<file path="src/rtl/bus_mmapper_pkg.sv">
// -----------------------------------------------------------------------------
// bus_mmapper_pkg
// Shared types and constants for the pCPU bus memory mapper.
//   - state_e    : mapper FSM state encoding (2 bits)
//   - NSLAVE     : number of responder regions
//   - DW         : bus data/address width
//   - SPO_W      : width of the concatenated responder read-data bus
//   - onehot_idx : converts a one-hot responder select to its index
// -----------------------------------------------------------------------------
package bus_mmapper_pkg;

  localparam int NSLAVE = 4;
  localparam int DW     = 32;
  localparam int SPO_W  = NSLAVE * DW;
  localparam int SEL_W  = $clog2(NSLAVE);

  typedef enum logic [1:0] {
    IDLE = 2'd0,
    REQ  = 2'd1,
    WAIT = 2'd2,
    ERR  = 2'd3
  } state_e;

  // Index of the set bit in a one-hot vector; 0 when no bit is set.
  function automatic logic [SEL_W-1:0] onehot_idx(input logic [NSLAVE-1:0] oh);
    logic [SEL_W-1:0] idx;
    idx = '0;
    for (int k = 0; k < NSLAVE; k++) begin
      if (oh[k]) idx = SEL_W'(k);
    end
    return idx;
  endfunction

endpackage

</file>
<file path="src/rtl/bus_addr_decode.sv">
// -----------------------------------------------------------------------------
// bus_addr_decode
// Combinational address decoder for the four responder regions. Region k hits
// when (address & MASK_k) == BASE_k; the lowest-numbered region wins when
// regions overlap.
// Ports:
//   i_a    in  32 : request address
//   o_hit  out 4  : one-hot selected region (priority encoded)
//   o_miss out 1  : no region matches
// -----------------------------------------------------------------------------
module bus_addr_decode
  import bus_mmapper_pkg::*;
#(
  parameter logic [DW-1:0] S0_BASE = 32'h0000_0000,
  parameter logic [DW-1:0] S0_MASK = 32'hF000_0000,
  parameter logic [DW-1:0] S1_BASE = 32'h1000_0000,
  parameter logic [DW-1:0] S1_MASK = 32'hF000_0000,
  parameter logic [DW-1:0] S2_BASE = 32'h2000_0000,
  parameter logic [DW-1:0] S2_MASK = 32'hFF00_0000,
  parameter logic [DW-1:0] S3_BASE = 32'h3000_0000,
  parameter logic [DW-1:0] S3_MASK = 32'hFF00_0000
) (
  input  logic [DW-1:0]     i_a,
  output logic [NSLAVE-1:0] o_hit,
  output logic              o_miss
);

  logic [NSLAVE-1:0] w_raw;

  assign w_raw[0] = ((i_a & S0_MASK) == S0_BASE);
  assign w_raw[1] = ((i_a & S1_MASK) == S1_BASE);
  assign w_raw[2] = ((i_a & S2_MASK) == S2_BASE);
  assign w_raw[3] = ((i_a & S3_MASK) == S3_BASE);

  // NOTE: o_hit gets a default before the priority chain so every path
  // assigns it and no latch is inferred.
  always_comb begin
    o_hit = '0;
    if      (w_raw[0]) o_hit = 4'b0001;
    else if (w_raw[1]) o_hit = 4'b0010;
    else if (w_raw[2]) o_hit = 4'b0100;
    else if (w_raw[3]) o_hit = 4'b1000;
  end

  assign o_miss = ~|w_raw;

endmodule

</file>
<file path="src/rtl/bus_mmapper.sv">
// -----------------------------------------------------------------------------
// bus_mmapper
// Single-initiator, four-responder memory mapper on the pCPU system bus.
// Decodes the granted request, issues a one-cycle strobe to the selected
// responder, waits (bounded by TIMEOUT) for its ready, and returns read data,
// zero for a write, or ERR_DATA on an unmapped address or timeout.
// Ports:
//   clk, rst_n        : clock, asynchronous active-low reset
//   a, d, we, rd      : request address, write data, write/read strobes
//   spo, ready        : returned data, idle/done flag (0 = busy)
//   s_a, s_d          : registered address/write data shared by responders
//   s_we, s_rd        : one-hot responder write/read strobes
//   s_spo, s_ready    : responder read data (slice k = responder k), readies
//   err_cnt, err_addr : saturating error count, address of most recent error
// -----------------------------------------------------------------------------
module bus_mmapper
  import bus_mmapper_pkg::*;
#(
  parameter logic [DW-1:0] S0_BASE  = 32'h0000_0000,
  parameter logic [DW-1:0] S0_MASK  = 32'hF000_0000,
  parameter logic [DW-1:0] S1_BASE  = 32'h1000_0000,
  parameter logic [DW-1:0] S1_MASK  = 32'hF000_0000,
  parameter logic [DW-1:0] S2_BASE  = 32'h2000_0000,
  parameter logic [DW-1:0] S2_MASK  = 32'hFF00_0000,
  parameter logic [DW-1:0] S3_BASE  = 32'h3000_0000,
  parameter logic [DW-1:0] S3_MASK  = 32'hFF00_0000,
  parameter int            TIMEOUT  = 255,
  parameter logic [DW-1:0] ERR_DATA = 32'hDEAD_BEEF
) (
  input  logic              clk,
  input  logic              rst_n,
  input  logic [DW-1:0]     a,
  input  logic [DW-1:0]     d,
  input  logic              we,
  input  logic              rd,
  output logic [DW-1:0]     spo,
  output logic              ready,
  output logic [DW-1:0]     s_a,
  output logic [DW-1:0]     s_d,
  output logic [NSLAVE-1:0] s_we,
  output logic [NSLAVE-1:0] s_rd,
  input  logic [SPO_W-1:0]  s_spo,
  input  logic [NSLAVE-1:0] s_ready,
  output logic [7:0]        err_cnt,
  output logic [DW-1:0]     err_addr
);

  // Last timer value before the wait is declared timed out.
  localparam logic [7:0] TMO_LAST = 8'(TIMEOUT - 1);

  state_e            r_state;
  logic [SEL_W-1:0]  r_sel;
  logic              r_is_wr;
  logic [DW-1:0]     r_addr;
  logic [7:0]        r_timer;

  logic [NSLAVE-1:0] w_hit;
  logic              w_miss;
  logic              w_strobe;
  logic [DW-1:0]     w_rdata;

  bus_addr_decode #(
    .S0_BASE (S0_BASE), .S0_MASK (S0_MASK),
    .S1_BASE (S1_BASE), .S1_MASK (S1_MASK),
    .S2_BASE (S2_BASE), .S2_MASK (S2_MASK),
    .S3_BASE (S3_BASE), .S3_MASK (S3_MASK)
  ) u_decode (
    .i_a    (a),
    .o_hit  (w_hit),
    .o_miss (w_miss)
  );

  assign w_strobe = rd | we;
  assign w_rdata  = s_spo[r_sel*DW +: DW];

  // NOTE: all state is updated with non-blocking assignments so every register
  // samples the pre-edge values, and every register (no memories here) has an
  // asynchronous reset value so an abort leaves the bus quiet immediately.
  always_ff @(posedge clk or negedge rst_n) begin
    if (!rst_n) begin
      r_state  <= IDLE;
      r_sel    <= '0;
      r_is_wr  <= 1'b0;
      r_addr   <= '0;
      r_timer  <= '0;
      ready    <= 1'b1;
      spo      <= '0;
      s_a      <= '0;
      s_d      <= '0;
      s_we     <= '0;
      s_rd     <= '0;
      err_cnt  <= '0;
      err_addr <= '0;
    end else begin
      case (r_state)
        IDLE: begin
          // Strobes are only sampled here, so anything arriving while busy
          // is dropped rather than queued.
          if (w_strobe) begin
            r_addr  <= a;
            r_is_wr <= we;
            ready   <= 1'b0;
            if (!w_miss) begin
              r_sel   <= onehot_idx(w_hit);
              s_a     <= a;
              s_d     <= d;
              // Write wins when both strobes arrive together.
              s_we    <= we ? w_hit : '0;
              s_rd    <= we ? '0 : w_hit;
              r_state <= REQ;
            end else begin
              r_state <= ERR;
            end
          end
        end

        REQ: begin
          s_we    <= '0;
          s_rd    <= '0;
          r_timer <= '0;
          r_state <= WAIT;
        end

        WAIT: begin
          if (s_ready[r_sel]) begin
            spo     <= r_is_wr ? '0 : w_rdata;
            ready   <= 1'b1;
            r_state <= IDLE;
          end else if (r_timer == TMO_LAST) begin
            spo      <= ERR_DATA;
            err_addr <= r_addr;
            err_cnt  <= (err_cnt == 8'hFF) ? err_cnt : err_cnt + 8'd1;
            ready    <= 1'b1;
            r_state  <= IDLE;
          end else begin
            r_timer <= r_timer + 8'd1;
          end
        end

        ERR: begin
          spo      <= ERR_DATA;
          err_addr <= r_addr;
          err_cnt  <= (err_cnt == 8'hFF) ? err_cnt : err_cnt + 8'd1;
          ready    <= 1'b1;
          r_state  <= IDLE;
        end

        default: r_state <= IDLE;
      endcase
    end
  end

endmodule
</file>
<file path="config.mk">
export PLATFORM = sky130hd
export DESIGN_NAME = bus_mmapper
export DESIGN_NICKNAME = d
export VERILOG_FILES = /design/src/rtl/bus_mmapper_pkg.sv /design/src/rtl/bus_addr_decode.sv /design/src/rtl/bus_mmapper.sv
export SDC_FILE = /design/constraint.sdc
export NUM_CORES = 1
export LEC_CHECK = 0
export ABC_AREA = 1
export CORE_MARGIN = 5
export CORE_UTILIZATION = 41
export CTS_BUF_LIST = sky130_fd_sc_hd__clkbuf_4 sky130_fd_sc_hd__clkbuf_8
export CTS_CLUSTER_SIZE = 12
export DETAILED_ROUTE_END_ITERATION = 6
export GPL_ROUTABILITY_DRIVEN = 0
export GPL_TIMING_DRIVEN = 0
export PLACE_DENSITY = 0.78
export SYNTH_ARGS = -nofsm -noshare
export SYNTH_HDL_FRONTEND = slang
export SYNTH_SLANG_ARGS = --single-unit
</file>
<file path="constraint.sdc">
create_clock -name clk -period 1.5 [get_ports clk]
set_clock_uncertainty 0.15 [all_clocks]
set_input_delay 0.3 -clock clk [delete_from_list [all_inputs] [get_ports clk]]
set_output_delay 0.3 -clock clk [all_outputs]
set_load 0.03 [all_outputs]
</file>
==> flow_summary.json, run 1 <==
{
  "status": "complete, but fails checks",
  "failed_checks": "negative hold slack, negative setup slack",
  "start_util_pct": 41.58,
  "grt_usage_pct": 25.61,
  "maxCapViolations": 0,
  "worstHoldPathType": "in2async",
  "slowest_delay_ns": 0.42,
  "synth-warning-count": 0,
  "cp-end-kind": "register",
  "die-width_um": 158.8,
  "ant_nets": 0,
  "synth_nets": 1395,
  "routed_wl_um": 38600,
  "required_ns": 1.72,
  "syn_area_per_cell_um2": 7.613,
  "synth.cell_area_mm2": 0.009075,
  "port_buffers": 344,
  "grt_pass1_vias": 9830,
  "clk_pin_slew_worst_paths_ns": 0.11,
  "cts_max_level": 4,
  "cp_common_cell": "nand2_2",
  "wire_per_inst_um": 19.20,
  "tightest_slew_ns": 0.6762,
  "reg2reg_from": "r_sel[0]",
  "synthAdderAreaFrac_pct": 0.4136,
  "cp_data_arrival_time_ns": 2.02,
  "path_class": "reg2reg",
  "cp_top_family": "simple AND/OR/NAND/NOR gates",
  "clock-sinks": 190,
  "design.portCount": 345,
  "critPathBufInv": 3,
  "rsz0062_at_grt": "yes",
  "slowest_stage": "dfrtp_1",
  "cp-start-kind": "register",
  "yosys.area_share.simple_pct": 29.59,
  "total_power_mw": 35.77,
  "dieArea_mm2": 0.02521,
  "vias_per_cell": 5.086,
  "antenna_found_initial": 0,
  "vias": 10223,
  "cp_max_fo": 7,
  "synth_edf_count": 0,
  "layout-drive-gt1-share_pct": 37.28,
  "grt_max_degree": 108,
  "power_density_mw_per_mm2": 2160,
  "synth_seq_cells": 190,
  "fin_crit_ns": 1.799,
  "r2r-end": "spo[23]",
  "clock_latency_ns": 0.47,
  "r2r_cells": 10,
  "synth_cell_types": 32,
  "drt_iter0_markers": 695,
  "leakagePower_nw": 8.365,
  "firstDrtPassIters": 5,
  "cts_max_path_buffers": 2,
  "syn2layout_area_growth_pct": 82.42,
  "synth-main-ff-cell": "dfrtp_1",
  "nNetsFinal": 1920,
  "crit_chain": "buf_6 > inv_8 > nand2_2 > nand3_4 > nand2_2 > a21oi_4 > buf_6 > nand2_1 > nand2_4 > nand2_2",
  "slew_violations": 0,
  "hold_viol": 82,
  "hold_ws_ns": -0.3303,
  "rrSetupSlack_ns": -0.30,
  "dp_slack_ns": -0.7836,
  "synthTopCellsByArea": "dfrtp_1, nand2_1, o21ai_0, nor2_1, inv_1",
  "synth_top_family_by_area": "simple AND/OR/NAND/NOR gates",
  "synth_top_area_share_pct": 52.12,
  "synth_most_common_cell": "nand2_1",
  "max_freq_ghz": 0.5560,
  "utilization_pct": 75.86,
  "drc": 0,
  "netlist_top_cells_count": "nand2_1, dfrtp_1, nor2_1",
  "cts_tree": "done",
  "rows": 54,
  "period_share_pct": 119.9,
  "synth_largest_area_cell": "dfrtp_1",
  "core-area_mm2": 0.02182,
  "synth_xor_area_share_pct": 0.8686,
  "gr-total-overflow": 0,
  "setup_viol": 206,
  "diodes": 0,
  "ir_drop_v": 0.001584,
  "root_buffer": "clkbuf_8",
  "chipHeight_um": 158.8,
  "setup_slack_ns": -0.2985,
  "max_slew_margin_pct": 54.92,
  "ys_seq_area_share_pct": 52.41,
  "hpwlAfterDp_um": 23550,
  "synth-async-reset-ratio_pct": 100.0,
  "synthesis.instances": 1192,
  "synth_compound_area_share_pct": 9.210,
  "synthMuxAreaShare_pct": 0,
  "grt_pass1_wl_um": 52870,
  "numCtsBuffers": 17
}
-- per-stage QoR --
stage / instance area [µm²] / cells / setup TNS, ns
6_report: 16550 / 2010 / -33.41
5_1_grt: 16550 / 2010 / -48.83
4_1_cts: 14800 / 1927 / -31.48
3_5_place_dp: 12990 / 1817 / -105.95
3_3_place_gp: 12960 / 1816 / -1636.07
2_1_floorplan: 9166 / 1192 / -4.711
-- state kept, by name, summed over array words and instances, names as in the netlist --
signal    count
s_rd          4
r_addr       32
r_sel         2
ready         1
r_timer       8
r_is_wr       1
err_cnt       8
s_we          4
s_d          32
r_state       2
s_a          32
err_addr     32
spo          32
-- worst max-delay path by stage --
stage | start | to | cells past startpoint
2_1_floorplan | r_timer[0] | err_addr[23] | 10
3_3_place_gp | rst_n | r_state[0] | 1
3_5_place_dp | we | r_sel[0] | 7
4_1_cts | r_timer[0] | spo[30] | 11
5_1_grt | r_timer[0] | err_addr[25] | 11
6_report | r_sel[0] | spo[23] | 10
-- worst register-to-register path, stage by stage, from the launching register on --
cell     delay [ns]
dfrtp_1        0.42
buf_6          0.15
inv_8          0.08
nand2_2        0.08
nand3_4        0.08
nand2_2        0.09
a21oi_4        0.28
buf_6          0.17
nand2_1        0.08
nand2_4        0.07
nand2_2        0.05
-- cells by family after synthesis --
| logic type | after synthesis |
|---|---|
| fa+ha+maj | 3 |
| simple gates | 682 |
| xor+xnor | 9 |
| buf+inv | 152 |
| flops | 190 |
| compound gates | 156 |
-- repair_timing --
action | CTS | global route
buffers inserted | 65 | 77
gates cloned | 13 | 9
endpoints found under the setup margin | 334 | 333
pin swaps | 23 | 53
endpoints found under the hold margin | 82 | 83
resized for setup | 1160 | 327
-- area by class of cell --
cell class,count,area (µm²)
Inverter,94,396.6
Multi-Input combinational cell,851,4682
Tap cell,280,350.3
Clock inverter,14,197.7
Sequential cell,190,4763
Clock buffer,18,247.7
Timing Repair Buffer,506,5266
Buffer,56,634.4
Fill cell,1404,5269
Timing Repair inverter,1,16.27
-- metal layers --
metal	share of wire (%)	track usage [%]	wire length [µm]	up-vias
met2	52	45.15	19930	425
met1	36	29.06	14090	4961
met5	0	0	0	-
met3	8.3	9.331	3200	86
met4	3.6	7.548	1376	0
li1	-	-	-	4751
-- where the power goes --
part	internal, mW	leakage, nW	switching [mW]
Clock	1.63	0.223	2.13
Combinational	10.2	5.79	12.8
Sequential	7.33	2.35	1.62
-- cell usage in the layout (no fill, tap or decap), types with 6 or more instances in the layout --
master,Yosys,layout
buf_12,0,20
buf_4,12,130
buf_6,5,167
buf_8,0,12
clkbuf_16,0,9
clkbuf_2,0,7
clkbuf_8,0,18
clkdlybuf4s50_1,0,196
dfrtp_1,189,183
dfrtp_2,0,6
inv_1,90,87
inv_6,0,6
nand2_1,524,342
nand2_2,6,120
nand2_4,0,68
nand3_1,27,19
nand3_2,3,8
nor2_1,109,105
nor2_4,3,6
o21ai_0,96,60
o21ai_1,39,51
o21ai_2,0,21
o21bai_1,9,9
o22ai_1,8,8
xor2_1,8,8
Power figures use the tool's default switching activity.
==> inputs of run 2 (changes only) <==
--- a/config.mk
+++ b/config.mk
@@ -14,6 +14,7 @@
 export GPL_ROUTABILITY_DRIVEN = 0
 export GPL_TIMING_DRIVEN = 0
 export PLACE_DENSITY = 0.78
+export SLEW_MARGIN = 20
 export SYNTH_ARGS = -nofsm -noshare
 export SYNTH_HDL_FRONTEND = slang
 export SYNTH_SLANG_ARGS = --single-unit
==> run 2 against run 1 <==
Compared with the run above:
- the run still ends with negative hold slack, negative setup slack left
- combinational power hardly changed
- design area is 0.17% lower
- hold slack worse by 0.022 ns
- first-iteration DRC count up 12%
- wire length increased by 0.11%
- global-route usage rose by 1.1 points
- sequential power is 0.7% higher
- critical endpoint is now err_addr[17]
==> flow_summary.json, run 2 (synthesis results as in run 1) <==
{
  "final_cells": 2014,
  "rsz0062_at_grt": "yes",
  "grt_usage_pct": 26.68,
  "status": "complete, but fails checks",
  "max_freq_ghz": 0.5298,
  "final_common_cell": "nand2_1",
  "clk_pin_slew_worst_paths_ns": 0.12,
  "root_buffer": "clkbuf_8",
  "place_area_mm2": 0.01302,
  "wire_per_inst_um": 19.19,
  "maxCapViolations": 0,
  "period_share_pct": 125.8,
  "chipHeight_um": 158.8,
  "hold_ws_ns": -0.3527,
  "slew_violations": 0,
  "dieArea_mm2": 0.02521,
  "setup_slack_ns": -0.3874,
  "ir_drop_v": 0.001643,
  "dpl.cell_count": 1818,
  "fin_crit_ns": 1.887,
  "rows": 54,
  "start_util_pct": 41.58,
  "ant_nets": 0,
  "max_slew_margin_pct": 58.67,
  "core-area_mm2": 0.02182,
  "required_ns": 1.74,
  "layout-drive-gt1-share_pct": 36.91,
  "syn2layout_area_growth_pct": 82.12,
  "antenna_found_initial": 0,
  "cp_data_arrival_time_ns": 2.13,
  "clock_latency_ns": 0.48,
  "dp_slack_ns": -0.7810,
  "ctsHoldBuffers": 2,
  "total_power_mw": 36.44,
  "rrSetupSlack_ns": -0.39,
  "cp-end-kind": "register",
  "grt_pass1_wl_um": 54560,
  "fin_setup_tns_ns": -38.68,
  "cts_max_level": 4,
  "numCtsBuffers": 17,
  "nNetsFinal": 1924,
  "clock-sinks": 190,
  "worstHoldPathType": "in2async",
  "diodes": 0,
  "setup_viol": 227,
  "leakagePower_nw": 8.314,
  "routed_wl_um": 38640,
  "cts_max_path_buffers": 2,
  "drc": 0,
  "grt_pass1_vias": 10047,
  "design.portCount": 345,
  "cp_max_fo": 10,
  "cp-start-kind": "register",
  "firstDrtPassIters": 5,
  "fin_area_mm2": 0.01653,
  "gr-total-overflow": 0,
  "die-width_um": 158.8,
  "grt_max_degree": 89,
  "layout_common_cells": "nand2_1, clkdlybuf4s50_1, dfrtp_1",
  "port_buffers": 344,
  "vias": 10311,
  "hold_viol": 62,
  "vias_per_cell": 5.120,
  "tightest_slew_ns": 0.6200,
  "hpwlAfterDp_um": 23760,
  "path_class": "reg2reg",
  "power_density_mw_per_mm2": 2205,
  "failed_checks": "negative hold slack, negative setup slack",
  "drt_iter0_markers": 778,
  "utilization_pct": 75.73,
  "cts_tree": "done"
}
run 2: changes by cell type in the layout (fill, tap and decap cells not counted), sizes merged:
| cell | delta |
|---|---|
| clkbuf | +1 |
| buf | +3 |
| clkinv | +1 |
| nand2 | +1 |
| bufinv | +1 |
| inv | -1 |
| dlygate4sd3 | -2 |
run 2: area by class of cell:
cell class | count | area, µm²
Inverter | 94 | 394.1
Clock inverter | 15 | 240.2
Tap cell | 280 | 350.3
Multi-Input combinational cell | 852 | 4623
Timing Repair Buffer | 509 | 5266
Sequential cell | 190 | 4765
Timing Repair inverter | 1 | 16.27
Clock buffer | 17 | 234.0
Fill cell | 1432 | 5296
Buffer | 56 | 638.1
run 2: report_power, final:
part / internal [mW] / switching, mW
combinational: 10.5 / 13.0
sequential: 7.33 / 1.68
clock: 1.77 / 2.23
total: 19.6 / 16.9
run 2: path summary, 6_finish.rpt:
| kind | startpoint | endpoint | cells past startpoint |
|---|---|---|---|
| min in group clk | a[25] | r_addr[25] | 3 |
| min | rst_n | spo[2] | 3 |
| max reg2reg | r_timer[0] | err_addr[17] | 9 |
| min reg2reg | ready | ready | 2 |
| max | r_timer[0] | err_addr[17] | 9 |
| max in group asynchronous | rst_n | r_addr[2] | 5 |
run 2: worst max-delay path, stage by stage (launching register included):
cell and delay (ns):
dfrtp_1 0.41, inv_2 0.08, ha_4 0.12, nand2_1 0.05, nor2_1 0.13, nand2_2 0.09
nand2_4 0.14, nand3_4 0.21, buf_6 0.23, o21ai_1 0.19
run 2: timing repair:
| action | CTS | global route |
|---|---|---|
| pin swaps | 42 | 56 |
| endpoints found under the hold margin | 101 | 34 |
| setup endpoints to repair | 334 | 335 |
| gates resized for setup | 1220 | 250 |
| setup buffers | 73 | 72 |
| cloned | 21 | 4 |
run 2: layer usage:
| layer | wire (µm) | global-route usage [%] | up-vias |
|---|---|---|---|
| met3 | 3245 | 8.165 | 103 |
| met2 | 19570 | 46.55 | 487 |
| met4 | 1368 | 9.034 | 0 |
| met1 | 14450 | 31.21 | 4981 |
| li1 | - | - | 4740 |
| met5 | 0 | 0 | - |
